`config.mk`:
```
export PLATFORM = sky130hd
export DESIGN_NAME = decode_ctrl_stage
export DESIGN_NICKNAME = d
export VERILOG_FILES = /design/src/rtl/decode_ctrl_stage.sv
export SDC_FILE = /design/constraint.sdc
export NUM_CORES = 1
export LEC_CHECK = 0
export ABC_AREA = 1
export BUFFER_PORTS_ARGS = -buffer_cell sky130_fd_sc_hd__buf_2
export CAP_MARGIN = 30
export CORE_MARGIN = 2
export CORE_UTILIZATION = 49
export CTS_CLUSTER_DIAMETER = 60
export DETAILED_ROUTE_END_ITERATION = 16
export MAX_ROUTING_LAYER = met4
export PLACE_DENSITY = 0.79
export SLEW_MARGIN = 15
export SYNTH_ARGS = -nofsm -noshare
export SYNTH_HDL_FRONTEND = slang
export SYNTH_SLANG_ARGS = --single-unit
```
`constraint.sdc`:
```
create_clock -name Clk -period 1.7 [get_ports Clk]
set_input_delay 0.255 -clock Clk [delete_from_list [all_inputs] [get_ports Clk]]
set_output_delay 0.255 -clock Clk [all_outputs]
set_load 0.01 [all_outputs]
```
`src/rtl/decode_ctrl_stage.sv`:
```
// Registered MIPS decode stage: decodes one instruction per cycle into the datapath
// control word, with valid/ready handshake, stall, flush and a HI/LO busy sequencer.
// Ports:
//   Clk, Rst                          clock, synchronous active-high reset
//   Instruction, InValid, InReady     IF/ID side handshake (InReady is combinational)
//   Stall, Flush                      hold / kill the registered entry
//   OutValid, InstructionToALU        registered entry towards the ALU stage
//   RegWrite..MoveOnNotZero           registered control word
//   MulBusy, IllegalOp                HI/LO op in flight, illegal-op pulse
module decode_ctrl_stage #(
  parameter int INSTR_W     = 32,
  parameter int MUL_LATENCY = 4,
  parameter int CNT_W       = 3,
  parameter int ENABLE_MADD = 1
) (
  input  logic               Clk,
  input  logic               Rst,
  input  logic [INSTR_W-1:0] Instruction,
  input  logic               InValid,
  output logic               InReady,
  input  logic               Stall,
  input  logic               Flush,
  output logic               OutValid,
  output logic [INSTR_W-1:0] InstructionToALU,
  output logic               RegWrite,
  output logic               ALUSrc,
  output logic               RegDst,
  output logic               HiLoWrite,
  output logic               Madd,
  output logic               Msub,
  output logic               MemWrite,
  output logic               MemRead,
  output logic               Branch,
  output logic               MemToReg,
  output logic               HiToReg,
  output logic               DontMove,
  output logic               MoveOnNotZero,
  output logic               MulBusy,
  output logic               IllegalOp
);

  typedef struct packed {
    logic reg_write;
    logic alu_src;
    logic reg_dst;
    logic hilo_write;
    logic madd;
    logic msub;
    logic mem_write;
    logic mem_read;
    logic branch;
    logic mem_to_reg;
    logic hi_to_reg;
    logic dont_move;
    logic move_on_nz;
  } ctrl_t;

  typedef enum logic {
    S_IDLE,
    S_BUSY
  } seq_e;

  // Decoded default: no writes, ALU result to the register file, no move.
  localparam ctrl_t NOP_W = 13'b0000000001010;
  localparam ctrl_t RST_W = 13'b0000000000010;

  localparam bit MADD_EN = (ENABLE_MADD != 0);
  localparam bit MULTI   = (MUL_LATENCY > 1);

  localparam logic [5:0] OP_SP2 = 6'h1C;
  localparam logic [5:0] OP_SP3 = 6'h1F;

  logic [5:0] op;
  logic [5:0] funct;

  assign op    = Instruction[31:26];
  assign funct = Instruction[5:0];

  logic is_nop;
  logic is_rtype;
  logic is_imm;
  logic is_lw;
  logic is_sw;
  logic is_br;
  logic is_sp2;
  logic is_sp3;

  assign is_nop   = (Instruction == '0);
  assign is_rtype = (op == 6'h00) && !is_nop;
  assign is_imm   = (op >= 6'h08) && (op <= 6'h0E);
  assign is_lw    = (op == 6'h23);
  assign is_sw    = (op == 6'h2B);
  assign is_br    = (op == 6'h04) || (op == 6'h05);
  assign is_sp2   = (op == OP_SP2);
  assign is_sp3   = (op == OP_SP3);

  // Hazard detection is purely syntactic: madd/msub encodings block
  // even when they would decode as illegal.
  logic hilo_user;
  logic starts_mul;

  assign hilo_user =
    ((op == 6'h00) &&
     (funct inside {6'h10, 6'h11, 6'h12, 6'h13, 6'h18, 6'h19})) ||
    (is_sp2 && (funct inside {6'h00, 6'h04}));

  assign starts_mul =
    ((op == 6'h00) && (funct inside {6'h18, 6'h19})) ||
    (MADD_EN && is_sp2 && (funct inside {6'h00, 6'h04}));

  seq_e             st_q;
  seq_e             st_n;
  logic [CNT_W-1:0] cnt_q;
  logic [CNT_W-1:0] cnt_n;

  logic hazard;
  logic accept;

  assign MulBusy = (st_q == S_BUSY);
  assign hazard  = MulBusy && hilo_user;
  assign InReady = !Rst && !Flush && !Stall && !hazard;
  assign accept  = InValid && InReady;

  ctrl_t dec;
  logic  dec_ill;

  always_comb begin
    dec     = NOP_W;
    dec_ill = 1'b0;
    unique case (1'b1)
      is_nop: begin
        dec = NOP_W;
      end
      is_rtype: begin
        dec.reg_dst   = 1'b1;
        dec.reg_write = 1'b1;
        case (funct)
          6'h18, 6'h19, 6'h11, 6'h13: begin
            dec.reg_write  = 1'b0;
            dec.hilo_write = 1'b1;
          end
          6'h10: dec.hi_to_reg = 1'b1;
          6'h0B: begin
            dec.dont_move  = 1'b0;
            dec.move_on_nz = 1'b1;
          end
          6'h0A: dec.dont_move = 1'b0;
          6'h00, 6'h02, 6'h03, 6'h04,
          6'h06, 6'h07, 6'h12,
          6'h20, 6'h21, 6'h22, 6'h23,
          6'h24, 6'h25, 6'h26, 6'h27,
          6'h2A, 6'h2B: begin
          end
          default: dec_ill = 1'b1;
        endcase
      end
      is_imm: begin
        dec.alu_src   = 1'b1;
        dec.reg_write = 1'b1;
      end
      is_lw: begin
        dec.alu_src    = 1'b1;
        dec.mem_read   = 1'b1;
        dec.mem_to_reg = 1'b0;
        dec.reg_write  = 1'b1;
      end
      is_sw: begin
        dec.alu_src   = 1'b1;
        dec.mem_write = 1'b1;
      end
      is_br: begin
        dec.branch = 1'b1;
      end
      is_sp2: begin
        case (funct)
          6'h02: begin
            dec.reg_write = 1'b1;
            dec.reg_dst   = 1'b1;
          end
          6'h00: begin
            if (MADD_EN) dec.madd = 1'b1;
            else dec_ill = 1'b1;
          end
          6'h04: begin
            if (MADD_EN) dec.msub = 1'b1;
            else dec_ill = 1'b1;
          end
          default: dec_ill = 1'b1;
        endcase
      end
      is_sp3: begin
        if (funct == 6'h20) begin
          dec.reg_write = 1'b1;
          dec.reg_dst   = 1'b1;
        end else begin
          dec_ill = 1'b1;
        end
      end
      default: dec_ill = 1'b1;
    endcase
    if (dec_ill) dec = NOP_W;
  end

  ctrl_t              cw_q;
  ctrl_t              cw_bub;
  logic               vld_q;
  logic               ill_q;
  logic [INSTR_W-1:0] ins_q;

  // A bubble keeps the data-path selects and drops only the write enables.
  always_comb begin
    cw_bub            = cw_q;
    cw_bub.reg_write  = 1'b0;
    cw_bub.hilo_write = 1'b0;
    cw_bub.madd       = 1'b0;
    cw_bub.msub       = 1'b0;
    cw_bub.mem_write  = 1'b0;
  end

  always_ff @(posedge Clk) begin
    if (Rst) begin
      vld_q <= 1'b0;
      ill_q <= 1'b0;
      cw_q  <= RST_W;
      ins_q <= '0;
    end else if (Flush) begin
      vld_q <= 1'b0;
      ill_q <= 1'b0;
      cw_q  <= cw_bub;
    end else if (Stall) begin
      ill_q <= 1'b0;
    end else if (accept) begin
      vld_q <= 1'b1;
      ill_q <= dec_ill;
      cw_q  <= dec;
      ins_q <= Instruction;
    end else begin
      vld_q <= 1'b0;
      ill_q <= 1'b0;
      cw_q  <= cw_bub;
    end
  end

  always_ff @(posedge Clk) begin
    if (Rst) begin
      st_q  <= S_IDLE;
      cnt_q <= '0;
    end else begin
      st_q  <= st_n;
      cnt_q <= cnt_n;
    end
  end

  // The HI/LO unit keeps counting through stalls and flushes.
  always_comb begin
    st_n  = st_q;
    cnt_n = cnt_q;
    unique case (st_q)
      S_IDLE: begin
        if (MULTI && accept && starts_mul) begin
          st_n  = S_BUSY;
          cnt_n = CNT_W'(MUL_LATENCY - 1);
        end
      end
      S_BUSY: begin
        cnt_n = cnt_q - CNT_W'(1);
        if (cnt_q == CNT_W'(1)) st_n = S_IDLE;
      end
    endcase
  end

  assign OutValid         = vld_q;
  assign IllegalOp        = ill_q;
  assign InstructionToALU = ins_q;
  assign RegWrite         = cw_q.reg_write;
  assign ALUSrc           = cw_q.alu_src;
  assign RegDst           = cw_q.reg_dst;
  assign HiLoWrite        = cw_q.hilo_write;
  assign Madd             = cw_q.madd;
  assign Msub             = cw_q.msub;
  assign MemWrite         = cw_q.mem_write;
  assign MemRead          = cw_q.mem_read;
  assign Branch           = cw_q.branch;
  assign MemToReg         = cw_q.mem_to_reg;
  assign HiToReg          = cw_q.hi_to_reg;
  assign DontMove         = cw_q.dont_move;
  assign MoveOnNotZero    = cw_q.move_on_nz;

endmodule

```
=== Word-level counts from Yosys, hierarchy flattened ===
Index checks and enable logic that the tools add are counted.

* Flip-flop bits (word level): 51
* Bits of input ports: 37
* Output and inout port bits: 49
* Word-level logic and storage cells: 122

* Add/sub/neg operators: 1
* $lt $le $gt $ge: 2
* Equal/unequal tests: 31
* Multiplexer cells: 31
* Bitwise gates (word level): 4
* Reduce and logical (&&, ||, !) cells: 35

{| class="wikitable"
|+ Operator list
! cell !! number
|-
| $eq A6 B6 Y1 const B || 12
|-
| $eq A6 B5 Y1 const B || 8
|-
| $logic_not A32 Y1 || 1
|-
| $eq A6 B3 Y1 const B || 5
|-
| $mux W13 || 2
|-
| $reduce_or A24 Y1 || 1
|-
| $mux W1 || 21
|-
| $eq A6 B2 Y1 const B || 2
|-
| $eq A6 B4 Y1 const B || 2
|-
| $logic_not A6 Y1 || 2
|-
| $logic_and A1 B1 Y1 || 11
|-
| $pmux W1 S4 || 2
|-
| $reduce_or A4 Y1 || 2
|-
| $ge A6 B4 Y1 const B || 1
|-
| $le A6 B4 Y1 const B || 1
|-
| $mux W3 || 2
|-
| $pmux W3 S2 || 1
|-
| $reduce_bool A6 Y1 || 1
|-
| $reduce_or A2 Y1 || 3
|-
| $reduce_or A3 Y1 || 2
|-
| $logic_not A1 Y1 || 5
|-
| $reduce_or A5 Y1 || 1
|-
| $not A1 Y1 || 4
|-
| $reduce_bool A2 Y1 || 2
|-
| other kinds (8) || 10
|}

=== Logic depth before layout (Yosys ltp) ===
Gate-level depths: netlist (run 1).

* Depth after elaboration: 11
* Mapped depth: 13
* Mapped depth without buffers: 13

=== Worst setup path after synthesis (run 1) ===
Ideal clock, no wire load.

* Path type: input to register
* Start point: input Rst
* End point: register cw_q (netlist bit Branch)
* Setup time: 135 ps
* Arrival: 1283 ps
* Required time: 1565 ps
* Path slack: 282 ps
* Cell stages on the path: 9
* Path buffers: 2
* Cells stage by stage: or2_1 > buf_1 > nor2_1 > nand2_4 > inv_4 > nand2_8 > buf_6 > nand2_1 > a21oi_2

* Cells in the longest elaborated chain, start to end: 6

{| class="wikitable"
|+ RTL lines
! element !! line !! source
|-
| start, declared || 17 || <nowiki>input logic Rst,</nowiki>
|-
| $logic_not A1 Y1 || 121 || <nowiki>assign InReady = !Rst && !Flush && !Stall && !hazard;</nowiki>
|-
| $logic_and A1 B1 Y1 (3 in a row) || 121 ||
|-
| net InReady || 20 || <nowiki>output logic InReady,</nowiki>
|-
| $logic_and A1 B1 Y1 || 122 || <nowiki>assign accept = InValid && InReady;</nowiki>
|-
| $reduce_and A3 Y1 (no line) || n/a ||
|-
| end signal, assigned || 229 || <nowiki>cw_q <= cw_bub;</nowiki>
|-
| end signal, assigned || 240 || <nowiki>cw_q <= cw_bub;</nowiki>
|-
| end, declared || 204 || <nowiki>ctrl_t cw_q;</nowiki>
|}

The timed path passes the listed nets, and every way through them passes these cells.
A chain may end at the register's enable or synchronous reset.

=== Worst setup path after layout (run 1) ===
* Start point: input Instruction[30]
* End point: output InReady

* Cells in the longest elaborated chain, start to end: 6
* Elaborated cells on any way between the ends: 8
* Those cells by class: eq/ne: 1; reduce/logical: 7

{| class="wikitable"
|+ RTL lines
! element !! line !! source
|-
| start, declared || 18 || <nowiki>input logic [INSTR_W-1:0] Instruction,</nowiki>
|-
| $eq A6 B5 Y1 or $logic_not A6 Y1 (tied branches) || 94, 103 ||
|-
| $logic_and A1 B1 Y1, on equally long branches || 105, 103 ||
|-
| $logic_or A1 B1 Y1 (*) || 104 || <nowiki>(funct inside {6'h10, 6'h11, 6'h12, 6'h13, 6'h18, 6'h19})) ||</nowiki>
|-
| $logic_and A1 B1 Y1 (*) || 120 || <nowiki>assign hazard = MulBusy && hilo_user;</nowiki>
|-
| $logic_not A1 Y1 (*) || 121 ||
|-
| $logic_and A1 B1 Y1 (*) || 121 ||
|-
| end, declared || 20 ||
|}

Every way passes the cells marked *; elsewhere a longest branch is shown, timed or not.

==> metrics, run 1 <==
ys flop type=dfxtp_1; Die Footprint=5340 sq um; placed cell area=2850 sq um; placed insts=469; GRT overflow=0; max frequency=635 MHz; Post-CTS Resized=0; Starting Density=0.502; synthesized-area fraction occupied by adder cells=0.0107; share of layout cells above drive strength 1=0.281; clock-pin slew on the worst setup and hold paths=0.09 ns; placed wire-length estimate=4270 microns; Ys Warns=0; fin util=0.637; Peak VDD IR=0.557 mV; run status=completed; clk root buf=clkbuf_8; asr flop ratio synth=0; most frequent cells in the layout=buf_2 (85), nor2_1 (82), nand2_1 (53), dfxtp_1 (51), o21ai_0 (38); Simple-Gate Fraction of Synth Area=0.307; IO buf count=85; Final period util=0.926; PD cells=798 nW/um^2; Ports=86; Syn-to-layout area delta=26.8%; CP Launch Type=input pin; global-route wire length before repair=9540 microns; setup repair bufs after CTS=0; Clock Skew=0.00669 ns; DRC violations left=0; critical path class=input pin to output port; via count=2375; Final TNS setup=0 ns; htree depth=2; Post-Synthesis Cells=331; Hold WS=0.183 ns; antenna viol nets, final=0; Final Cell Area=2970 sq um; DRT iter0 DRCs=137; Post-Syn Area=2340 sq um; hold path startpoint=Instruction[9]; element type at the critical path end=output port; mux share of post-synthesis cell area=0; Final Non-Filler Cells=477; Setup WS pre-CTS=0.00404 ns; largest net degree at the start of global routing=35; Critical Path Fanout Max=5; Min Clock Period, post-route=1.57 ns; Pre-Repair DR Iteration Count=4; EDFF count, synth=0; max reg flops=32; Slew HR=0.774; vias in the first global route=2200; Worst Path Required=1.44 ns; max cap viols=0; reg2reg start=MulBusy; crit path launch=Instruction[30]; count of cell types in the netlist=28; initial antenna violation count=0; Final setup viols=0; post-synthesis compound-gate area fraction=0.157; critical path arrival=1.32 ns; core box area=4660 sq um; wire length per cell=12.0 microns; most common cell after layout, fill and taps aside=buf_2; Num CTS Buffers=5; cells on worst reg2reg path=6; hold_buf cts=0; Clock Latency Late Sink=0.31 ns; Power Total=2.37 mW; final hold violations=0; Max Transition Viols Final=0; post-synthesis sequential area ratio=0.436; Synth Register Bits=51; clk buf depth=2; Multi-input gate area=1110 sq um; CTS Sinks=51; post-synth net total=370; Via density=4.98; final setup margin=0.125 ns; storage element area=1020 sq um; Synth Area in XOR/XNOR=0; largest family of logic cells by synthesized area=simple AND/OR/NAND/NOR gates; antenna cells=0; Hold WC Path Type=input pin to flip-flop; Leak=1.54 nW; RSZ-0062 raised after global routing=no; Slew @ Worst Pin=0.336 ns; GRT Total Usage=0.235; RePlAce Congestion=0.914; Avg Inst Size Synth=7.07 sq um; CTS tree=done; fill count=436; routed wire length=5730 microns; Nets=461; Hold Path Stages=3; Rows=25; DIE WIDTH=73.1 microns; Chip Height=73.1 microns
[area by class of cell]
cell class              instances  area share
multi-input cells             238       0.374
clock inverters                 2      0.0118
clock buffers                   6      0.0278
flip-flops and latches         51       0.344
inverters                      29      0.0375
well taps                      54      0.0228
repair buffers                 97       0.182
[cells in the mapped netlist (all sizes together), types with 2 or more instances]
| master | number | area, sq um |
|---|---|---|
| nor3 | 5 | 25.0 |
| clkbuf | 3 | 11.3 |
| buf | 10 | 86.3 |
| nand2 | 56 | 236 |
| nor2 | 86 | 347 |
| nand4 | 3 | 18.8 |
| ha | 2 | 25.0 |
| dfxtp | 51 | 1020 |
| nand3 | 17 | 85.1 |
| inv | 29 | 111 |
| a21oi | 23 | 126 |
| o21ai | 41 | 205 |
[where the power goes]
group          internal (mW)  total (mW)  switching [mW]
sequential              1.22        1.24          0.0134
clock                  0.476       0.864           0.388
combinational          0.108       0.267           0.160
total                   1.81        2.37           0.561
[worst paths after layout]
kind / end / slack (ns)
worst max-delay path: InReady / 0.13
worst min-delay path: InstructionToALU[9] / 0.18
worst max register to register: RegWrite / 0.43
worst min register to register: OutValid / 0.45
[cells by family after synthesis]
| kind of cell | count (synthesis) |
|---|---|
| adders and majority gates | 2 |
| DFF | 51 |
| AOI/OAI and AO/OA | 68 |
| buffers and inverters | 42 |
| and+or+nand+nor | 168 |
[worst max-delay path, cell delays in order]
cell and delay, ns:
buf_2 0.12, nor2_1 0.15, nand3_1 0.19, inv_2 0.11
nand2_1 0.05, nand2_1 0.07, nand2_2 0.07, nand2_4 0.11
inv_4 0.06, buf_2 0.14
[routing by layer]
metal  share of wire  global-route usage  wire length [microns]
met1            0.46               0.286                   2650
met2            0.48               0.394                   2750
met3           0.051              0.0525                    294
met4          0.0070              0.0576                     40
met5               0                   -                      0
Note: power is estimated with default switching activity, not from simulation.
==> inputs of run 2 (changes only) <==
--- a/config.mk
+++ b/config.mk
@@ -9,11 +9,12 @@
 export BUFFER_PORTS_ARGS = -buffer_cell sky130_fd_sc_hd__buf_2
 export CAP_MARGIN = 30
 export CORE_MARGIN = 2
-export CORE_UTILIZATION = 49
+export CORE_UTILIZATION = 53
 export CTS_CLUSTER_DIAMETER = 60
 export DETAILED_ROUTE_END_ITERATION = 16
 export MAX_ROUTING_LAYER = met4
-export PLACE_DENSITY = 0.79
+export PLACE_DENSITY = 0.85
+export RECOVER_POWER = 100
 export SLEW_MARGIN = 15
 export SYNTH_ARGS = -nofsm -noshare
 export SYNTH_HDL_FRONTEND = slang
==> constraint.sdc (replaced) <==
create_clock -name Clk -period 1.85 [get_ports Clk]
set_input_delay 0.2775 -clock Clk [delete_from_list [all_inputs] [get_ports Clk]]
set_output_delay 0.2775 -clock Clk [all_outputs]
set_load 0.02 [all_outputs]
==> metrics, run 2 (synthesis gave the netlist of run 1 again) <==
run status=completed; Hold WS=0.189 ns; wire length per cell=12.2 microns; Min Clock Period, post-route=1.66 ns; DIE WIDTH=70.4 microns; clk buf depth=2; share of layout cells above drive strength 1=0.150; Peak VDD IR=0.414 mV; GRT overflow=0; Top Layer Used=met4; Slew @ Worst Pin=0.369 ns; DRC violations left=0; setup repair bufs after CTS=0; Num CTS Buffers=5; Via density=5.06; Max Transition Viols Final=0; global-route wire length before repair=9430 microns; CTS Sinks=51; antenna viol nets, final=0; clk root buf=clkbuf_8; Final period util=0.900; Post-CTS Resized=0; Final TNS setup=0 ns; critical path arrival=1.39 ns; met1 wire length=2500 microns; CTS tree=done; CP Launch Type=input pin; Largest stage delay, worst path=0.17 ns; hold_buf cts=0; Slew HR=0.754; PD cells=770 nW/um^2; antenna cells=0; Critical Path Fanout Max=5; DRT iter0 DRCs=187; Rows=24; Ports=86; max reg flops=32; Worst Path Required=1.57 ns; fin util=0.664; Chip Height=70.4 microns; placed cell area=2820 sq um; Leak=1.33 nW; element type at the critical path end=output port; Clock Latency Late Sink=0.32 ns; routed wire length=5780 microns; IO buf count=85; Die Footprint=4960 sq um; via count=2395; most frequent cells in the layout=nor2_1 (83), nand2_1 (54), dfxtp_1 (51), clkbuf_1 (49), o21ai_0 (40); initial antenna violation count=0; most used cell, CP=nand2_1; Final Cell Area=2850 sq um; Clock Skew=0.00974 ns; CP Cell Sequence=buf_2, nor2_1, nand3_1, inv_1, nand2_1, nand2_1, nand2_1, nand2_4, inv_4, clkbuf_2; GRT Total Usage=0.241; Hold WC Path Type=input pin to flip-flop; max frequency=601 MHz; Power Total=2.20 mW; routed length on met2=2840 microns; largest net degree at the start of global routing=35; Final setup viols=0; critical path class=input pin to output port; vias in the first global route=2152; Starting Density=0.545; CP max-delay cell=nor2_1; WL met3=398 microns; placed wire-length estimate=4210 microns; max cap viols=0; clock-pin slew on the worst setup and hold paths=0.10 ns; final hold violations=0; core box area=4290 sq um; Pre-Repair DR Iteration Count=4; RSZ-0062 raised after global routing=no; Nets=459; RePlAce Congestion=0.932; htree depth=2; Syn-to-layout area delta=21.9%; most common cell after layout, fill and taps aside=nor2_1
==> run 2: area by class of cell <==
cell class	instances	area, sq um
timing repair buffer	95	452
tap	52	65.1
multi-input combinational	238	1090
fill	414	1440
clock buffer	5	68.8
sequential	51	1020
inverter	29	111
clock inverter	3	47.5
==> run 2: final timing paths <==
kind / end / cells past startpoint / slack [ns] / startpoint
min: InstructionToALU[16] / 3 / 0.19 / Instruction[16]
min reg2reg: OutValid / 2 / 0.46 / OutValid
max reg2reg: InstructionToALU[2] / 6 / 0.40 / MulBusy
max: InReady / 10 / 0.19 / Instruction[30]
==> run 2: critical path, delay by kind of cell <==
kind / cells / cell delay [ns]
AND/OR/NAND/NOR: 6 / 0.66
buffers and inverters: 4 / 0.45
==> run 2: metrics by stage <==
step | setup slack (ns) | std cells
finish | 0.185 | 473
global route | 0.0495 | 473
CTS | 0.194 | 473
detailed placement | 0.0805 | 465
global placement | 0.138 | 465
floorplan | 0.381 | 331
==> run 2: where the power goes <==
group,leakage (nW),internal (mW),total [mW],switching [mW]
sequential,0.413,1.13,1.14,0.0132
combinational,0.856,0.0867,0.254,0.168
clock,0.0587,0.410,0.805,0.394
total,1.33,1.62,2.20,0.575
==> run 2: per-layer routing <==
layer  GRT usage  vias to the layer above
met5           -                        -
li1            -                     1242
met2       0.399                       90
met4      0.0833                        0
met3      0.0491                        6
met1       0.293                     1057
==> inputs of run 3 (changes only) <==
==> constraint.sdc (replaced) <==
create_clock -name Clk -period 2.1 [get_ports Clk]
set_input_delay 0.315 -clock Clk [delete_from_list [all_inputs] [get_ports Clk]]
set_output_delay 0.315 -clock Clk [all_outputs]
set_load 0.02 [all_outputs]
==> metrics, run 3 (synthesis gave the netlist of run 1 again) <==
run status=completed; most common cell after layout, fill and taps aside=nor2_1; IO buf count=85; RePlAce Congestion=0.950; vias in the first global route=2182; CTS Sinks=51; Final period util=0.868; setup repair bufs after CTS=0; htree depth=2; Slew HR=0.681; most frequent cells in the layout=nor2_1 (84), nand2_1 (54), clkbuf_1 (52), dfxtp_1 (51), o21ai_0 (41); Power Total=1.91 mW; max cap viols=0; Max Transition Viols Final=0; clk root buf=clkbuf_8; Final TNS setup=0 ns; Rows=24; Largest stage delay, worst path=0.37 ns; r2r setup slk=0.70 ns; routed wire length=5630 microns; sw frac=0.245; Min Clock Period, post-route=1.82 ns; final hold violations=0; wire length per cell=12.1 microns; Final setup viols=0; switching power=468 uW; share of layout cells above drive strength 1=0.133; largest net degree at the start of global routing=36; clk buf depth=2; Leak=1.27 nW; CP Launch Type=input pin; PD cells=683 nW/um^2; hold path startpoint=Instruction[13]; max frequency=549 MHz; critical path arrival=1.51 ns; Critical Path Fanout Max=12; GRT Total Usage=0.245; Multi-input gate area=1080 sq um; cells on worst reg2reg path=6; RSZ-0062 raised after global routing=no; Syn-to-layout area delta=19.8%; reg2reg start=MulBusy; core box area=4290 sq um; DRC violations left=0; clock-pin slew on the worst setup and hold paths=0.09 ns; fill count=424; DIE WIDTH=70.4 microns; Final Non-Filler Cells=467; initial antenna violation count=0; fin util=0.653; Die Footprint=4960 sq um; Peak VDD IR=0.432 mV; Nets=453; Top Family by Delay on Critical Path=simple AND/OR/NAND/NOR gates; Chip Height=70.4 microns; internal power=1.45 mW; Clock Skew=0.0105 ns; clock group share of total power=0.365; Post-CTS Resized=0; via count=2348; Slew @ Worst Pin=0.478 ns; Via density=5.03; Buf/Inv on CP=3; Num CTS Buffers=5; Hold WC Path Type=input pin to flip-flop; CP max-delay cell=or2_0; Ports=86; critical path class=input pin to output port; storage element area=1020 sq um; placed wire-length estimate=4190 microns; Hold WS=0.244 ns; Worst Path Required=1.78 ns; element type at the critical path end=output port; antenna viol nets, final=0; DRT iter0 DRCs=154; Clock Latency Late Sink=0.31 ns; Hold EP=InstructionToALU[13]; max reg flops=32; CTS tree=done; Starting Density=0.545; Pre-Repair DR Iteration Count=4; RR Endpoint=InstructionToALU[0]; placed insts=459; global-route wire length before repair=9580 microns; logic gate share of total power=0.112; antenna cells=0; Hold Path Stages=3; CP Cell Sequence=buf_2, or2_0, nor2_1, nand2_4, inv_4, clkbuf_1; GRT overflow=0; hold_buf cts=0; sequential share of power=0.523
==> run 3: cell count changes in the layout (fill, tap and decap cells not counted), sizes merged <==
cell | before | now
inv | 30 | 29
clkbuf | 55 | 58
buf | 45 | 37
==> run 3: power by group through the flow <==
stage	registers (mW)	clock network (mW)	logic, mW
after floorplan	1.05	0	0.0990
after global placement	1.02	0	0.221
after detailed placement	1.02	0	0.225
after CTS	1.00	0.711	0.226
after global routing	1.01	0.747	0.238
final	1.00	0.698	0.214
==> run 3: per-layer routing <==
| metal | routed length (microns) | vias to the layer above | share of wire | global-route usage |
|---|---|---|---|---|
| li1 | - | 1227 | - | - |
| met1 | 2540 | 1053 | 0.45 | 0.304 |
| met2 | 2730 | 61 | 0.48 | 0.403 |
| met3 | 308 | 7 | 0.055 | 0.0462 |
| met4 | 57 | 0 | 0.010 | 0.0748 |
| met5 | 0 | - | 0 | - |
==> run 3: area by class of cell <==
type / instances / share of cell area
multi-input combinational: 238 / 0.387
clock inverter: 2 / 0.0125
inverter: 29 / 0.0397
tap: 52 / 0.0232
clock buffer: 6 / 0.0295
timing repair buffer: 89 / 0.144
sequential: 51 / 0.364
==> run 3: stage by stage <==
stage          setup slack, ns  instance area [sq um]
2_1_floorplan            0.593                   2340
3_3_place_gp             0.339                   2780
3_5_place_dp             0.285                   2780
4_1_cts                  0.338                   2890
5_1_grt                  0.196                   2800
6_report                 0.278                   2800
==> run 3: worst max path at each step <==
| stage | slack (ns) | end | depth (start not counted) | from |
|---|---|---|---|---|
| after CTS | 0.34 | InReady | 10 | Instruction[4] |
| after floorplan | 0.59 | Branch | 9 | Rst |
| final | 0.28 | InReady | 6 | Rst |
| after detailed placement | 0.29 | Madd | 9 | Rst |
| after global routing | 0.20 | InReady | 6 | Rst |
| after global placement | 0.34 | InstructionToALU[6] | 12 | Instruction[4] |
==> run 3: tightest hold or removal path, delay by kind of cell <==
family	cells	cell delay (ns)
and+or+nand+nor	2	0.12
buffers and inverters	1	0.08
